File: config.mk
export PLATFORM = sky130hd
export DESIGN_NAME = mem_arbiter_flat
export DESIGN_NICKNAME = d
export VERILOG_FILES = /design/src/rtl/mem_arbiter_pkg.sv /design/src/rtl/mem_arbiter_if.sv /design/src/rtl/mem_arb_pick.sv /design/src/rtl/mem_arbiter.sv /design/src/flat_wrapper.sv
export SDC_FILE = /design/constraint.sdc
export NUM_CORES = 1
export LEC_CHECK = 0
export BUFFER_PORTS_ARGS = -buffer_cell sky130_fd_sc_hd__buf_2
export CAP_MARGIN = 20
export CORE_AREA = 2 2 125 127
export DETAILED_ROUTE_END_ITERATION = 8
export DIE_AREA = 0 0 127 129
export GPL_TIMING_DRIVEN = 0
export HOLD_SLACK_MARGIN = 0.12
export PLACE_DENSITY = 0.71
export SYNTH_ARGS = -nofsm -noshare
export SYNTH_HDL_FRONTEND = slang
export SYNTH_SLANG_ARGS = --single-unit
File: constraint.sdc
create_clock -name clk -period 1.85 [get_ports clk]
set_input_delay 0.0925 -clock clk [delete_from_list [all_inputs] [get_ports clk]]
set_output_delay 0.0925 -clock clk [all_outputs]
set_load 0.1 [all_outputs]
File: src/rtl/mem_arbiter_pkg.sv
// Shared types and constants for the memory arbiter: FSM states, request kinds,
// grant bit positions, the default I/O window select and the load/store opcodes.
package mem_arbiter_pkg;

  typedef enum logic [1:0] {
    IDLE  = 2'd0,
    ISSUE = 2'd1,
    WAIT  = 2'd2,
    DRAIN = 2'd3
  } state_t;

  typedef enum logic [1:0] {
    KIND_FETCH = 2'd0,
    KIND_LOAD  = 2'd1,
    KIND_STORE = 2'd2
  } kind_t;

  localparam logic [1:0] IO_SEL_DEFAULT = 2'b11;

  localparam int GNT_IF = 0;
  localparam int GNT_LD = 1;
  localparam int GNT_ST = 2;

  localparam logic [5:0] OP_LB  = 6'h00;
  localparam logic [5:0] OP_LH  = 6'h01;
  localparam logic [5:0] OP_LW  = 6'h02;
  localparam logic [5:0] OP_LBU = 6'h04;
  localparam logic [5:0] OP_LHU = 6'h05;
  localparam logic [5:0] OP_SB  = 6'h08;
  localparam logic [5:0] OP_SH  = 6'h09;
  localparam logic [5:0] OP_SW  = 6'h0A;

endpackage

File: src/rtl/mem_arbiter_if.sv
// Requester-side and memory-controller-side signals of the arbiter. The arbiter
// uses the slave view; whoever drives requests and models memory uses master.
interface mem_arbiter_if;

  logic        rdy;
  logic        rollback;
  logic        if_req, ld_req, st_req;
  logic [31:0] if_addr, ld_addr, st_addr;
  logic [5:0]  ld_op, st_op;
  logic [31:0] st_data;
  logic        ld_io_ok;
  logic        if_done, ld_done, st_done;
  logic [31:0] if_data, ld_data;
  logic        mc_valid;
  logic [1:0]  mc_kind;
  logic [31:0] mc_addr, mc_wdata;
  logic [5:0]  mc_op;
  logic        mc_ack, mc_done;
  logic [31:0] mc_rdata;

  modport slave (
    input  rdy, rollback, if_req, ld_req, st_req, if_addr, ld_addr, st_addr,
           ld_op, st_op, st_data, ld_io_ok, mc_ack, mc_done, mc_rdata,
    output if_done, ld_done, st_done, if_data, ld_data,
           mc_valid, mc_kind, mc_addr, mc_wdata, mc_op
  );

  modport master (
    output rdy, rollback, if_req, ld_req, st_req, if_addr, ld_addr, st_addr,
           ld_op, st_op, st_data, ld_io_ok, mc_ack, mc_done, mc_rdata,
    input  if_done, ld_done, st_done, if_data, ld_data,
           mc_valid, mc_kind, mc_addr, mc_wdata, mc_op
  );

endinterface

File: src/rtl/mem_arb_pick.sv
// Combinational picker: store > load > fetch, except a starved fetch beats a load.
module mem_arb_pick
  import mem_arbiter_pkg::*;
(
  input  logic       i_if_elig,
  input  logic       i_ld_elig,
  input  logic       i_st_elig,
  input  logic       i_starved,
  output logic [2:0] o_grant
);

  always_comb begin
    // NOTE: default first so every path assigns o_grant and no latch is inferred.
    o_grant = '0;
    if (i_st_elig)                   o_grant[GNT_ST] = 1'b1;
    else if (i_starved && i_if_elig) o_grant[GNT_IF] = 1'b1;
    else if (i_ld_elig)              o_grant[GNT_LD] = 1'b1;
    else if (i_if_elig)              o_grant[GNT_IF] = 1'b1;
  end

endmodule

File: src/rtl/mem_arbiter.sv
// Arbitrates fetch/load/store requesters onto one memory-controller port, with
// fetch starvation relief, I/O-load gating and rollback handling.
module mem_arbiter
  import mem_arbiter_pkg::*;
#(
  parameter int         STARVE_LIMIT = 4,  // legal range 1..7 (3-bit counter)
  parameter logic [1:0] IO_SEL       = IO_SEL_DEFAULT
) (
  input  logic          clk,
  input  logic          rst,
  mem_arbiter_if.slave  bus
);

  localparam logic [2:0] STARVE_CNT = 3'(STARVE_LIMIT);

  state_t      r_state;
  kind_t       r_kind;
  logic [2:0]  r_cnt;
  logic        r_mc_valid;
  logic [31:0] r_mc_addr, r_mc_wdata;
  logic [5:0]  r_mc_op;
  logic        r_if_done, r_ld_done, r_st_done;
  logic [31:0] r_if_data, r_ld_data;

  logic        w_ld_io_blocked, w_if_elig, w_ld_elig, w_st_elig, w_starved;
  logic        w_flush, w_hold_off;
  logic [2:0]  w_grant;

  assign w_ld_io_blocked = (bus.ld_addr[17:16] == IO_SEL) && !bus.ld_io_ok;
  assign w_if_elig = bus.if_req && !r_if_done;
  assign w_ld_elig = bus.ld_req && !r_ld_done && !w_ld_io_blocked;
  assign w_st_elig = bus.st_req && !r_st_done;
  assign w_starved = (r_cnt >= STARVE_CNT);
  // Stores are already committed, so a rollback never cancels them.
  assign w_flush   = bus.rollback && (r_kind != KIND_STORE);
  // A done cycle is a one-cycle bubble, letting a requester that keeps its
  // request up compete again on equal terms in the following cycle.
  assign w_hold_off = bus.rollback || r_if_done || r_ld_done || r_st_done;

  mem_arb_pick u_pick (
    .i_if_elig (w_if_elig),
    .i_ld_elig (w_ld_elig),
    .i_st_elig (w_st_elig),
    .i_starved (w_starved),
    .o_grant   (w_grant)
  );

  // NOTE: all state here uses non-blocking assignments so every register
  // samples pre-edge values regardless of statement order.
  always_ff @(posedge clk) begin
    if (rst) begin
      r_state    <= IDLE;
      r_kind     <= KIND_FETCH;
      r_cnt      <= '0;
      r_mc_valid <= 1'b0;
      r_mc_addr  <= '0;
      r_mc_wdata <= '0;
      r_mc_op    <= '0;
      r_if_done  <= 1'b0;
      r_ld_done  <= 1'b0;
      r_st_done  <= 1'b0;
      r_if_data  <= '0;
      r_ld_data  <= '0;
    end else begin
      // Done pulses never stretch, even across a stall.
      r_if_done <= 1'b0;
      r_ld_done <= 1'b0;
      r_st_done <= 1'b0;
      if (bus.rdy) begin
        if (!bus.if_req) r_cnt <= '0;
        case (r_state)
          IDLE: begin
            if (!w_hold_off && |w_grant) begin
              r_mc_valid <= 1'b1;
              r_state    <= ISSUE;
              if (w_grant[GNT_ST]) begin
                r_kind     <= KIND_STORE;
                r_mc_addr  <= bus.st_addr;
                r_mc_wdata <= bus.st_data;
                r_mc_op    <= bus.st_op;
              end else if (w_grant[GNT_LD]) begin
                r_kind     <= KIND_LOAD;
                r_mc_addr  <= bus.ld_addr;
                r_mc_wdata <= '0;
                r_mc_op    <= bus.ld_op;
              end else begin
                r_kind     <= KIND_FETCH;
                r_mc_addr  <= bus.if_addr;
                r_mc_wdata <= '0;
                r_mc_op    <= '0;
              end
              if (w_grant[GNT_IF])                r_cnt <= '0;
              else if (bus.if_req && r_cnt != '1) r_cnt <= r_cnt + 3'd1;
            end
          end
          ISSUE: begin
            if (w_flush) begin
              r_mc_valid <= 1'b0;
              r_state    <= bus.mc_ack ? DRAIN : IDLE;
            end else if (bus.mc_ack) begin
              r_mc_valid <= 1'b0;
              r_state    <= WAIT;
            end
          end
          WAIT: begin
            if (bus.mc_done) begin
              r_state <= IDLE;
              if (!w_flush) begin
                case (r_kind)
                  KIND_FETCH: begin r_if_done <= 1'b1; r_if_data <= bus.mc_rdata; end
                  KIND_LOAD:  begin r_ld_done <= 1'b1; r_ld_data <= bus.mc_rdata; end
                  default:    r_st_done <= 1'b1;
                endcase
              end
            end else if (w_flush) begin
              r_state <= DRAIN;
            end
          end
          DRAIN: if (bus.mc_done) r_state <= IDLE;
          default: r_state <= IDLE;
        endcase
      end
    end
  end

  assign bus.mc_valid = r_mc_valid;
  assign bus.mc_kind  = r_kind;
  assign bus.mc_addr  = r_mc_addr;
  assign bus.mc_wdata = r_mc_wdata;
  assign bus.mc_op    = r_mc_op;
  assign bus.if_done  = r_if_done;
  assign bus.ld_done  = r_ld_done;
  assign bus.st_done  = r_st_done;
  assign bus.if_data  = r_if_data;
  assign bus.ld_data  = r_ld_data;

endmodule
File: src/flat_wrapper.sv
// flat-port wrapper written by rule: the top's interface ports become plain ports
module mem_arbiter_flat import mem_arbiter_pkg::*;
#(
  parameter int         STARVE_LIMIT = 4,                                     
  parameter logic [1:0] IO_SEL       = IO_SEL_DEFAULT
)
  (clk, rst, bus_rdy, bus_rollback, bus_if_req, bus_ld_req, bus_st_req, bus_if_addr, bus_ld_addr, bus_st_addr, bus_ld_op, bus_st_op, bus_st_data, bus_ld_io_ok, bus_mc_ack, bus_mc_done, bus_mc_rdata, bus_if_done, bus_ld_done, bus_st_done, bus_if_data, bus_ld_data, bus_mc_valid, bus_mc_kind, bus_mc_addr, bus_mc_wdata, bus_mc_op);
  mem_arbiter_if bus_i ();
  input  logic clk;
  input  logic rst;
  input wire logic [$bits(bus_i.rdy)-1:0] bus_rdy;
  input wire logic [$bits(bus_i.rollback)-1:0] bus_rollback;
  input wire logic [$bits(bus_i.if_req)-1:0] bus_if_req;
  input wire logic [$bits(bus_i.ld_req)-1:0] bus_ld_req;
  input wire logic [$bits(bus_i.st_req)-1:0] bus_st_req;
  input wire logic [$bits(bus_i.if_addr)-1:0] bus_if_addr;
  input wire logic [$bits(bus_i.ld_addr)-1:0] bus_ld_addr;
  input wire logic [$bits(bus_i.st_addr)-1:0] bus_st_addr;
  input wire logic [$bits(bus_i.ld_op)-1:0] bus_ld_op;
  input wire logic [$bits(bus_i.st_op)-1:0] bus_st_op;
  input wire logic [$bits(bus_i.st_data)-1:0] bus_st_data;
  input wire logic [$bits(bus_i.ld_io_ok)-1:0] bus_ld_io_ok;
  input wire logic [$bits(bus_i.mc_ack)-1:0] bus_mc_ack;
  input wire logic [$bits(bus_i.mc_done)-1:0] bus_mc_done;
  input wire logic [$bits(bus_i.mc_rdata)-1:0] bus_mc_rdata;
  output wire logic [$bits(bus_i.if_done)-1:0] bus_if_done;
  output wire logic [$bits(bus_i.ld_done)-1:0] bus_ld_done;
  output wire logic [$bits(bus_i.st_done)-1:0] bus_st_done;
  output wire logic [$bits(bus_i.if_data)-1:0] bus_if_data;
  output wire logic [$bits(bus_i.ld_data)-1:0] bus_ld_data;
  output wire logic [$bits(bus_i.mc_valid)-1:0] bus_mc_valid;
  output wire logic [$bits(bus_i.mc_kind)-1:0] bus_mc_kind;
  output wire logic [$bits(bus_i.mc_addr)-1:0] bus_mc_addr;
  output wire logic [$bits(bus_i.mc_wdata)-1:0] bus_mc_wdata;
  output wire logic [$bits(bus_i.mc_op)-1:0] bus_mc_op;
  assign bus_i.rdy = bus_rdy;
  assign bus_i.rollback = bus_rollback;
  assign bus_i.if_req = bus_if_req;
  assign bus_i.ld_req = bus_ld_req;
  assign bus_i.st_req = bus_st_req;
  assign bus_i.if_addr = bus_if_addr;
  assign bus_i.ld_addr = bus_ld_addr;
  assign bus_i.st_addr = bus_st_addr;
  assign bus_i.ld_op = bus_ld_op;
  assign bus_i.st_op = bus_st_op;
  assign bus_i.st_data = bus_st_data;
  assign bus_i.ld_io_ok = bus_ld_io_ok;
  assign bus_i.mc_ack = bus_mc_ack;
  assign bus_i.mc_done = bus_mc_done;
  assign bus_i.mc_rdata = bus_mc_rdata;
  assign bus_if_done = bus_i.if_done;
  assign bus_ld_done = bus_i.ld_done;
  assign bus_st_done = bus_i.st_done;
  assign bus_if_data = bus_i.if_data;
  assign bus_ld_data = bus_i.ld_data;
  assign bus_mc_valid = bus_i.mc_valid;
  assign bus_mc_kind = bus_i.mc_kind;
  assign bus_mc_addr = bus_i.mc_addr;
  assign bus_mc_wdata = bus_i.mc_wdata;
  assign bus_mc_op = bus_i.mc_op;
  mem_arbiter #(.STARVE_LIMIT(STARVE_LIMIT), .IO_SEL(IO_SEL)) u_core (.clk(clk), .rst(rst), .bus(bus_i));
endmodule
After elaboration in Yosys (flattened, before gate mapping). Cells that the tools add are included.

Bits in read-only memories: 0. Memories: 0. Register bits after elaboration: 145. Bits in writable memories: 0. Input port bits: 182. Latch bits: 0.

$add $sub $neg: 1. Equal/unequal tests: 11. Shift operators: 0. Multipliers: 0. Div/mod/pow operators: 0. Multiplexer cells: 34. $lt $le $gt $ge: 1. Reduce and logical (&&, ||, !) cells: 29. Bitwise gates (word level): 4.

Operators by type and width (count): 32-bit two-way mux (3); 2-bit two-way mux (9); 3-bit two-way mux (5); 5-bit AND reduction (3); 1-bit two-way mux (13); 6-bit two-way mux (2); 1-bit logical AND (9); 2-bit case mux with 4 select lines (1); 2-bit equality test, second input constant (3); 1-bit zero test (6); 3-bit by 2-bit inequality test with 1-bit output, second input constant (2); 5-bit OR reduction (1); 2-bit by 1-bit equality test with 1-bit output, second input constant (2); 2-bit zero test (2); 2-bit inequality test, second input constant (2); 1-bit inverter (4); 4-bit AND reduction (1); 3-bit by 1-bit adder with 3-bit output, second input constant (1); 3-bit >= comparator, second input constant (1); 1-bit logical OR (3); 3-bit inequality test, second input constant (1); 3-bit AND reduction (1); 3-bit OR reduction (1); 2-bit by 1-bit inequality test with 1-bit output, second input constant (1); 3 further kinds (3).

Depth between registers and ports, before layout. Gate-level depths: netlist of the first run.

Depth in word-level cells: 11. Depth in mapped cells: 9. Depth with buffers taken out: 6.

Cells and area by module. Synthesis of the first run repeated with hierarchy kept, for this count alone.

Cells, all modules: 715. Area total of the unflattened synthesis: 5861.9 sq um.

By module, submodules not included: mem_arbiter (times used 1, area an instance 5824.3 sq um, cells each 710); mem_arb_pick (times used 1, area an instance 37.5 sq um, cells each 5).

Least setup slack after synthesis of the first run. Ideal clock, no wire load.

Path type: register to register. From: register u_core.r_ld_done (netlist: u_core.bus.ld_done). To: register u_core.r_mc_wdata[0] (netlist: u_core.bus.mc_wdata[0]). Slack: -542 ps. Arrival: 2330 ps. Cell stages (with the launch flop): 9. Buffers on the path: 3. Required time: 1788 ps. Period minus slack after synthesis: 2392 ps. Setup time: 62 ps. Cells stage by stage: dfxtp_1 -> nor2b_1 -> a221o_1 -> and3_1 -> buf_6 -> nor2_4 -> buf_6 -> buf_6 -> a22o_1.

Word-level cells in the longest chain between the ends: 9. Elaborated cells on any way between the ends: 14. Those cells by class: 5 x mux; 9 x reduce/logical.

Ends and longest elaborated chain: start: declaration (RTL line mem_arbiter.sv:22) `logic r_if_done, r_ld_done, r_st_done;`; start signal: assignment (RTL line mem_arbiter.sv:60) `r_ld_done <= 1'b0;`; start signal: assignment (RTL line mem_arbiter.sv:67) `r_ld_done <= 1'b0;`; start signal: assignment (RTL line mem_arbiter.sv:111) `KIND_LOAD: begin r_ld_done <= 1'b1; r_ld_data <= bus.mc_rdata; end`; 1-bit zero test (RTL line mem_arbiter.sv:31) `assign w_ld_elig = bus.ld_req && !r_ld_done && !w_ld_io_blocked;`; 1-bit logical AND (2 in series) (RTL line mem_arbiter.sv:31); 1-bit two-way mux (RTL line mem_arb_pick.sv:17) `else if (i_ld_elig) o_grant[GNT_LD] = 1'b1;`; 1-bit two-way mux (RTL line mem_arb_pick.sv:16) `else if (i_starved && i_if_elig) o_grant[GNT_IF] = 1'b1;`; 2-bit two-way mux (RTL line mem_arb_pick.sv:15) `if (i_st_elig) o_grant[GNT_ST] = 1'b1;`; 3-bit OR reduction (RTL line mem_arbiter.sv:73) `if (!w_hold_off && |w_grant) begin`; 1-bit logical AND (*) (RTL line mem_arbiter.sv:73); 3-bit AND reduction (no line) (*); end signal: assignment (RTL line mem_arbiter.sv:79) `r_mc_wdata <= bus.st_data;`; end: declaration (RTL line mem_arbiter.sv:20) `logic [31:0] r_mc_addr, r_mc_wdata;`.

Every way passes the cells marked *; elsewhere a longest branch is shown, timed or not. A chain may end at the register's enable or synchronous reset.

Worst setup path in the final report of the first run.
From: register u_core.r_state[0]. To: register u_core.r_if_data[9] (netlist: u_core.bus.if_data[9]).

Word-level cells in the longest chain between the ends: 2.

Ends and longest elaborated chain: start: declaration (RTL line mem_arbiter.sv:16) `state_t r_state;`; start signal: assignment (RTL line mem_arbiter.sv:99) `r_state <= bus.mc_ack ? DRAIN : IDLE;`; 2-bit equality test (RTL line mem_arbiter.sv:71) `case (r_state)`; 5-bit AND reduction (no line); end signal: assignment (RTL line mem_arbiter.sv:62) `r_if_data <= '0;`; end signal: assignment (RTL line mem_arbiter.sv:110) `KIND_FETCH: begin r_if_done <= 1'b1; r_if_data <= bus.mc_rdata; end`; end: declaration (RTL line mem_arbiter.sv:23) `logic [31:0] r_if_data, r_ld_data;`.

Every way passes these cells.

==> results_tabular.tex, run 1 <==
\begin{tabular}{lr}
\hline
Metric & Value \\
\hline
\multicolumn{2}{l}{\textbf{Status}} \\
\quad Run status & finished clean \\
\multicolumn{2}{l}{\textbf{STA}} \\
\quad Final clock period utilization by the worst path & 96.4\% \\
\quad Worst Clk Skew & 0.00719 ns \\
\quad Hold violation total from the final report & 0 \\
\quad Setup TNS after final layout & 0 ns \\
\quad Setup repair after global routing missed its margin & yes \\
\quad Max-slew violation count & 0 \\
\quad Tightest Pin Transition & 0.703 ns \\
\quad Setup-failing EPs final & 0 \\
\quad Slew HR & 53.1\% \\
\quad Peak Freq & 0.561 GHz \\
\quad Post-route minimum period & 1.78 ns \\
\multicolumn{2}{l}{\textbf{Final layout}} \\
\quad Area used by multi-input combinational logic & approximately 0.0027 sq mm \\
\quad Most frequent standard cell in the layout excluding fill and tap cells & buf\_2 \\
\quad Layout overhead on the synthesized area & 66.9\% \\
\quad Ant diodes & 0 \\
\quad Post-layout net count & between 1,000 and 1,500 \\
\quad Highest-count cells in the layout ignoring fill and taps & 323 x buf\_2, 190 x nand2\_1, 139 x dfxtp\_1, 109 x dlygate4sd3\_1, 95 x a21oi\_1 \\
\quad Number of filler instances in the final layout & 1,246 \\
\quad Register area & just under 0.003 sq mm \\
\quad Share of cells above drive strength 1 & 37.5\% \\
\multicolumn{2}{l}{\textbf{Pwr}} \\
\quad PD cells & 871 mW/mm\^{}2 \\
\quad Leakage power summed over all cells & 4.48 nW \\
\quad Worst VDD drop & roughly 0.00063 V \\
\quad Overall power after layout & 8.39 mW \\
\multicolumn{2}{l}{\textbf{Global route}} \\
\quad Remaining global-route overflow & 0 \\
\quad Overall fraction of global-route tracks in use & 26.7\% \\
\quad Number of antenna violations at the first check in global routing & 0 \\
\quad Wire length of the first global-routing pass & 34,400 um \\
\quad Largest net degree at the start of global routing & 17 \\
\quad Vias in the first global route & 6,764 \\
\multicolumn{2}{l}{\textbf{Logic synthesis}} \\
\quad Number of enable flip-flop cells after synthesis & 0 \\
\quad Xor-xnor portion of the synthesized cell area & 0\% \\
\quad Net count after synthesis & 874 \\
\quad Share of synthesized registers carrying an async set or reset & 0\% \\
\quad Warning count from the yosys run & 0 \\
\quad Simple-gate area share of the yosys netlist & about 19\% \\
\quad Post-synthesis instance area & 0.00577 sq mm \\
\quad Synthesized-area fraction occupied by ao, oa, aoi and oai cells & 25.1\% \\
\quad Post-synthesis instance total & 689 \\
\quad Adder and majority gate portion of the synthesized area & 0.650\% \\
\quad Flop and latch count out of synthesis & between 100 and 150 \\
\quad Main combinational cell family by area after synthesis & compound AO/OA/AOI/OAI gates \\
\quad Unique masters post-synth & 43 \\
\quad Mux contribution to synthesized area & less than 1\% \\
\quad Sequential area share after synthesis & 50.3\% \\
\quad Ys flop type & dfxtp\_1 \\
\quad Avg Cell Area, Syn & 8.38 sq um \\
\multicolumn{2}{l}{\textbf{Drt}} \\
\quad Drc violations & 0 \\
\quad Avg WL per Cell & approximately 17 um \\
\quad Total wire length & 22,600 um \\
\quad Post-route antenna net violation count & 0 \\
\quad First-pass detailed-route iteration total & 5 \\
\quad Average vias per placed instance & 5.09 \\
\quad DRC violation total after the first TritonRoute iteration & around 440 \\
\quad Via Count & approximately 7,000 \\
\multicolumn{2}{l}{\textbf{Critical path}} \\
\quad Kind of end point of the critical path & register \\
\quad Required time of the worst setup path & 2.12 ns \\
\quad Internal reg-to-reg setup slack & 0.07 ns \\
\quad Data arrival time of the critical path & between 2 and 2.5 ns \\
\quad Path type of the worst setup path & reg -> reg \\
\quad Sort of element at the start of the critical path & register \\
\quad Highest fanout seen on the critical path & 10 \\
\multicolumn{2}{l}{\textbf{Clocking}} \\
\quad Clock tree from TritonCTS & done \\
\quad Clock insertion delay at the later pin of the skew report & 0.41 ns \\
\quad Number of buffers added by the clock tree synthesis step & 17 \\
\quad Sink count of the clock tree & around 150 \\
\quad H-tree Lvls & 4 \\
\quad Clk Tree Root Cell & clkbuf\_16 \\
\quad Clock buffer depth & 2 \\
\quad Register clock-pin slew on the reported worst setup and hold paths & around 0.060 ns \\
\multicolumn{2}{l}{\textbf{Place}} \\
\quad Total half-perimeter wirelength after legalization and detailed placement & 15,300 um \\
\quad Routability Congestion & 0.862 \\
\quad I/O Buffers & 320 \\
\multicolumn{2}{l}{\textbf{Hold path}} \\
\quad Tightest Hold Check Type & in -> reg \\
\multicolumn{2}{l}{\textbf{Floorplanning}} \\
\quad Num rows & 45 \\
\quad Boundary Pins & 322 \\
\quad DIE WIDTH & roughly 130 um \\
\quad Die Y & 129 um \\
\quad Die Area & 0.0164 sq mm \\
\quad Core box area & between 0.01 and 0.015 sq mm \\
\quad Starting utilization of the core area & 38.5\% \\
\multicolumn{2}{l}{\textbf{Job}} \\
\quad \# Max-Cap Violations & 0 \\
\hline
\end{tabular}
## per-stage QoR
stage | cells | hold WS [ns] | setup WS [ns] | instance area (sq um) | util (%)
after floorplan | 689 | 0.197 | -0.0380 | 5790 | -
after global placement | 1197 | 0.308 | -0.196 | 7620 | 50.9
after detailed placement | 1197 | 0.315 | -0.224 | 7620 | 50.9
after CTS | 1339 | 0.121 | -0.0626 | 9460 | 63.2
after global routing | 1348 | 0.124 | -0.0222 | 9630 | 64.3
final | 1348 | 0.134 | 0.0674 | 9630 | 64.3
## sequential cells by signal, summed over array words and instances (netlist names), 2 cells and up
name                 count
u_core.bus.if_data      32
u_core.bus.ld_data      32
u_core.bus.mc_addr      32
u_core.bus.mc_wdata     32
u_core.bus.mc_op         6
u_core.r_cnt             3
u_core.bus.mc_kind       2
u_core.r_state           2
## layout make-up
| cell class | count | area share (%) |
|---|---|---|
| sequential | 145 | 30.3 |
| timing repair buffer | 444 | 29.3 |
| multi-input combinational | 479 | 27.7 |
| clock buffer | 21 | 4.68 |
| buffer | 54 | 3.53 |
| tap | 188 | 2.44 |
| clock inverter | 9 | 1.64 |
| inverter | 8 | 0.312 |
## worst paths after layout
check                      endpoint  cells past startpoint             startpoint
max reg2reg   u_core.bus.if_data[9]                      6      u_core.r_state[0]
min reg2reg   u_core.bus.ld_data[1]                      2  u_core.bus.ld_data[1]
max           u_core.bus.if_data[9]                      6      u_core.r_state[0]
min          u_core.bus.mc_addr[10]                      4        bus_if_addr[10]
## cell usage after synthesis, types with 2 or more instances
master	number	area, sq um
o2111ai_1	2	17.5
and3_1	3	18.8
a221o_1	2	20.0
a31o_2	11	96.3
nor4_2	3	37.5
a211o_1	6	52.6
o211ai_1	2	15.0
o21ai_0	15	75.1
nor2b_1	3	18.8
buf_2	8	40.0
dfxtp_1	145	2900
nand2_1	190	713
clkbuf_1	41	154
nor3_1	6	30.0
a211oi_1	12	90.1
a221oi_1	5	43.8
nand3_1	6	30.0
a22o_1	47	412
nor2_1	33	124
inv_1	8	30.0
ha_1	3	37.5
or4_1	2	15.0
nand2b_1	2	12.5
a21oi_1	95	475
buf_4	2	15.0
buf_6	5	56.3
a31oi_1	15	93.8
nand3b_1	2	15.0
## per-layer routing
metal,track usage (%),vias to the layer above,share of wire (%)
met5,0,-,0
met4,10.2,0,3.0
met3,9.11,52,8.8
met2,47.8,318,49
met1,29.5,3159,39
li1,-,3326,-
## what timing repair did
item | in CTS | in global routing
hold endpoints to repair | 123 | 0
hold buffers | 109 | 0
setup endpoints to repair | 127 | 137
buffers inserted | 5 | 9
gates cloned | 0 | 1
pin swaps | 2 | 6
gates resized for setup | 36 | 39
## kinds of logic (layout without fill, tap and decap cells)
| family | after synthesis | after routing |
|---|---|---|
| AO/OA/AOI/OAI | 219 | 219 |
| adder cells (fa/ha/maj) | 3 | 3 |
| buffers and inverters | 65 | 536 |
| flip-flops | 145 | 145 |
| multiplexers | 1 | 1 |
| AND/OR/NAND/NOR | 256 | 256 |
## worst max-delay path, stage by stage (launching register included)
cell and delay [ns]:
dfxtp_1 0.37, nand4b_1 0.19, buf_4 0.17, or4_4 0.47, clkbuf_2 0.24, nand2_1 0.13, a21oi_1 0.07
## power by group
part | switching [mW] | internal, mW
Clock | 1.30 | 2.28
Combinational | 1.03 | 0.536
Sequential | 0.0470 | 3.20
Power figures use the tool's default switching activity.
==> run 2: changes to the inputs <==
- PLACE_DENSITY: 0.71 -> 0.68
==> results_tabular.tex, run 2 (same netlist as run 1, synthesis figures left out) <==
\begin{tabular}{lr}
\hline
Metric & Value \\
\hline
\multicolumn{2}{l}{\textbf{Global route}} \\
\quad Most heavily used metal layer in global routing & met2 \\
\quad Met2 Usage GRT & 48.2\% (+0.44 points) \\
\quad Remaining global-route overflow & 0 (unchanged) \\
\quad Vias in the first global route & 6,957 (+2.9\%) \\
\quad Fraction of met1 tracks used by global routing & 31.5\% (+2.0 points) \\
\quad Largest net degree at the start of global routing & 17 (unchanged) \\
\quad Wire length of the first global-routing pass & 35,600 um (+3.4\%) \\
\quad Number of antenna violations at the first check in global routing & 2 (+2) \\
\quad Global-route met3 utilization & 9.23\% (+0.12 points) \\
\quad Overall fraction of global-route tracks in use & 27.7\% (+1.0 points) \\
\multicolumn{2}{l}{\textbf{Drt}} \\
\quad DRC violation total after the first TritonRoute iteration & 437 (unchanged) \\
\quad Drc violations & 0 (unchanged) \\
\quad Via Count & 7,079 (+3.3\%) \\
\quad Average vias per placed instance & 5.15 (+1.3\%) \\
\quad Post-route antenna net violation count & 0 (unchanged) \\
\quad First-pass detailed-route iteration total & 7 (+2) \\
\quad Total wire length & 23,500 um (+4.0\%) \\
\quad Avg WL per Cell & 17.1 um (+2.0\%) \\
\multicolumn{2}{l}{\textbf{Pwr}} \\
\quad Overall power after layout & 8.24 mW (-1.7\%) \\
\quad Leakage power summed over all cells & 4.59 nW (+2.4\%) \\
\quad Worst VDD drop & 0.000675 V (+6.6\%) \\
\quad PD cells & 837 mW/mm\^{}2 (-3.9\%) \\
\multicolumn{2}{l}{\textbf{Critical path}} \\
\quad Highest fanout seen on the critical path & 10 (unchanged) \\
\quad Data arrival time of the critical path & 2.08 ns (+0.02 ns) \\
\quad Path type of the worst setup path & reg -> reg \\
\quad Kind of end point of the critical path & register \\
\quad Sort of element at the start of the critical path & register \\
\quad Required time of the worst setup path & 2.14 ns (+0.02 ns) \\
\multicolumn{2}{l}{\textbf{Job}} \\
\quad \# Max-Cap Violations & 0 (unchanged) \\
\multicolumn{2}{l}{\textbf{Floorplanning}} \\
\quad Boundary Pins & 322 (unchanged) \\
\quad Die Area & 0.0164 sq mm (unchanged) \\
\quad DIE WIDTH & 127 um (unchanged) \\
\quad Num rows & 45 (unchanged) \\
\quad Die Y & 129 um (unchanged) \\
\quad Core box area & 0.0150 sq mm (unchanged) \\
\quad Starting utilization of the core area & 38.5\% (unchanged) \\
\multicolumn{2}{l}{\textbf{Clocking}} \\
\quad Clock insertion delay at the later pin of the skew report & 0.42 ns (about the same) \\
\quad Number of buffers added by the clock tree synthesis step & 17 (unchanged) \\
\quad H-tree Lvls & 4 (unchanged) \\
\quad Sink count of the clock tree & 145 (unchanged) \\
\quad Clock buffer depth & 2 (unchanged) \\
\quad Register clock-pin slew on the reported worst setup and hold paths & 0.06 ns (about the same) \\
\quad Clk Tree Root Cell & clkbuf\_16 \\
\quad Clock tree from TritonCTS & done \\
\multicolumn{2}{l}{\textbf{STA}} \\
\quad Hold violation total from the final report & 0 (unchanged) \\
\quad Worst Clk Skew & 0.00949 ns (+0.00230 ns) \\
\quad Setup-failing EPs final & 0 (unchanged) \\
\quad Slew HR & 57.0\% (+3.9 points) \\
\quad Setup repair after global routing missed its margin & yes \\
\quad Tightest Pin Transition & 0.645 ns (-0.0584 ns) \\
\quad Final clock period utilization by the worst path & 96.6\% (+0.20 points) \\
\quad Post-route minimum period & 1.79 ns (+0.00364 ns) \\
\quad Max-slew violation count & 0 (unchanged) \\
\quad Peak Freq & 0.560 GHz (-0.20\%) \\
\multicolumn{2}{l}{\textbf{Final layout}} \\
\quad Most frequent standard cell in the layout excluding fill and tap cells & buf\_2 \\
\quad Non-Filler Cell Area, Final & 0.00985 sq mm (+2.2\%) \\
\quad Number of filler instances in the final layout & 1,252 (+0.48\%) \\
\quad Highest-count cells in the layout ignoring fill and taps & 330 x buf\_2, 189 x nand2\_1, 139 x dfxtp\_1, 128 x dlygate4sd3\_1, 95 x a21oi\_1 \\
\quad Post-layout net count & 1,356 (+1.6\%) \\
\quad Register area & 0.00292 sq mm (unchanged) \\
\quad Layout overhead on the synthesized area & 70.6\% \\
\quad Post-route core utilization & 65.7\% (+1.4 points) \\
\quad Area used by multi-input combinational logic & 0.00268 sq mm (+0.28\%) \\
\quad Share of cells above drive strength 1 & 37.4\% (-0.14 points) \\
\multicolumn{2}{l}{\textbf{Place}} \\
\quad Total half-perimeter wirelength after legalization and detailed placement & 15,400 um (+0.65\%) \\
\quad I/O Buffers & 320 (unchanged) \\
\quad Routability Congestion & 0.841 (-2.4\%) \\
\quad Cell Area, Placed & 0.00762 sq mm (unchanged) \\
\multicolumn{2}{l}{\textbf{Hold path}} \\
\quad Tightest Hold Check Type & in -> reg \\
\multicolumn{2}{l}{\textbf{Status}} \\
\quad Run status & finished clean \\
\hline
\end{tabular}
[run 2: changes by cell type in the layout (fill, tap and decap cells not counted), sizes merged]
cell / delta
diode: +3
inv: +1
bufinv: -3
dlygate4sd3: +19
dlymetal6s4s: +1
clkinvlp: +1
buf: +6
clkinv: -1
clkbuf: -1
[run 2: critical path: stages (launching register included)]
cell and delay (ns):
dfxtp_4 0.37, nor4_4 0.29, and2_4 0.22, nand3_2 0.10, buf_6 0.17, buf_4 0.19, a221oi_2 0.24, nor3_1 0.07
[run 2: where the power goes]
| part | switching (mW) | internal [mW] |
|---|---|---|
| Clock | 1.32 | 2.06 |
| Combinational | 1.04 | 0.568 |
| Sequential | 0.0485 | 3.20 |
[run 2: area by class of cell]
class / instances / share of cell area [%]
Antenna cell: 3 / 0.0762
Multi-Input combinational cell: 479 / 27.2
Tap cell: 188 / 2.39
Clock buffer: 24 / 5.20
Inverter: 8 / 0.305
Sequential cell: 145 / 29.7
Clock inverter: 7 / 0.737
Buffer: 53 / 3.27
Timing Repair Buffer: 467 / 31.2
[run 2: worst paths after layout]
kind / from / cells after the start / endpoint / slack [ns]
worst max-delay path: u_core.bus.if_done / 7 / u_core.bus.mc_op[5] / 0.06
worst min-delay path: bus_if_addr[17] / 4 / u_core.bus.mc_addr[17] / 0.13
worst max register to register: u_core.bus.if_done / 7 / u_core.bus.mc_op[5] / 0.06
worst min register to register: u_core.bus.mc_addr[0] / 2 / u_core.bus.mc_addr[0] / 0.45
[run 2: routing by layer]
metal  part of all wire (%)  vias up
met4                    3.2        0
met3                    8.4       64
met1                     40     3283
met2                     49      352
met5                      0        -
li1                       -     3380
[run 2: repair_timing]
item                                   in CTS  in global routing
resized for setup                          34                 49
hold buffers                              129                  0
pin swaps                                   2                  6
buffers inserted                            9                  7
setup endpoints to repair                 130                122
endpoints found under the hold margin     131                  0
gates cloned                                2                  1
[run 2: through the flow]
| stage | cells | worst slack, ns | TNS [ns] | hold slack (ns) |
|---|---|---|---|---|
| after global placement | 1197 | -0.207 | -16.12 | 0.309 |
| after global routing | 1372 | -0.0289 | -0.129 | 0.138 |
| after CTS | 1367 | 0.0137 | 0 | 0.120 |
| final | 1374 | 0.0637 | 0 | 0.128 |
| after detailed placement | 1197 | -0.258 | -18.17 | 0.311 |
| after floorplan | 689 | -0.0380 | -1.13 | 0.197 |
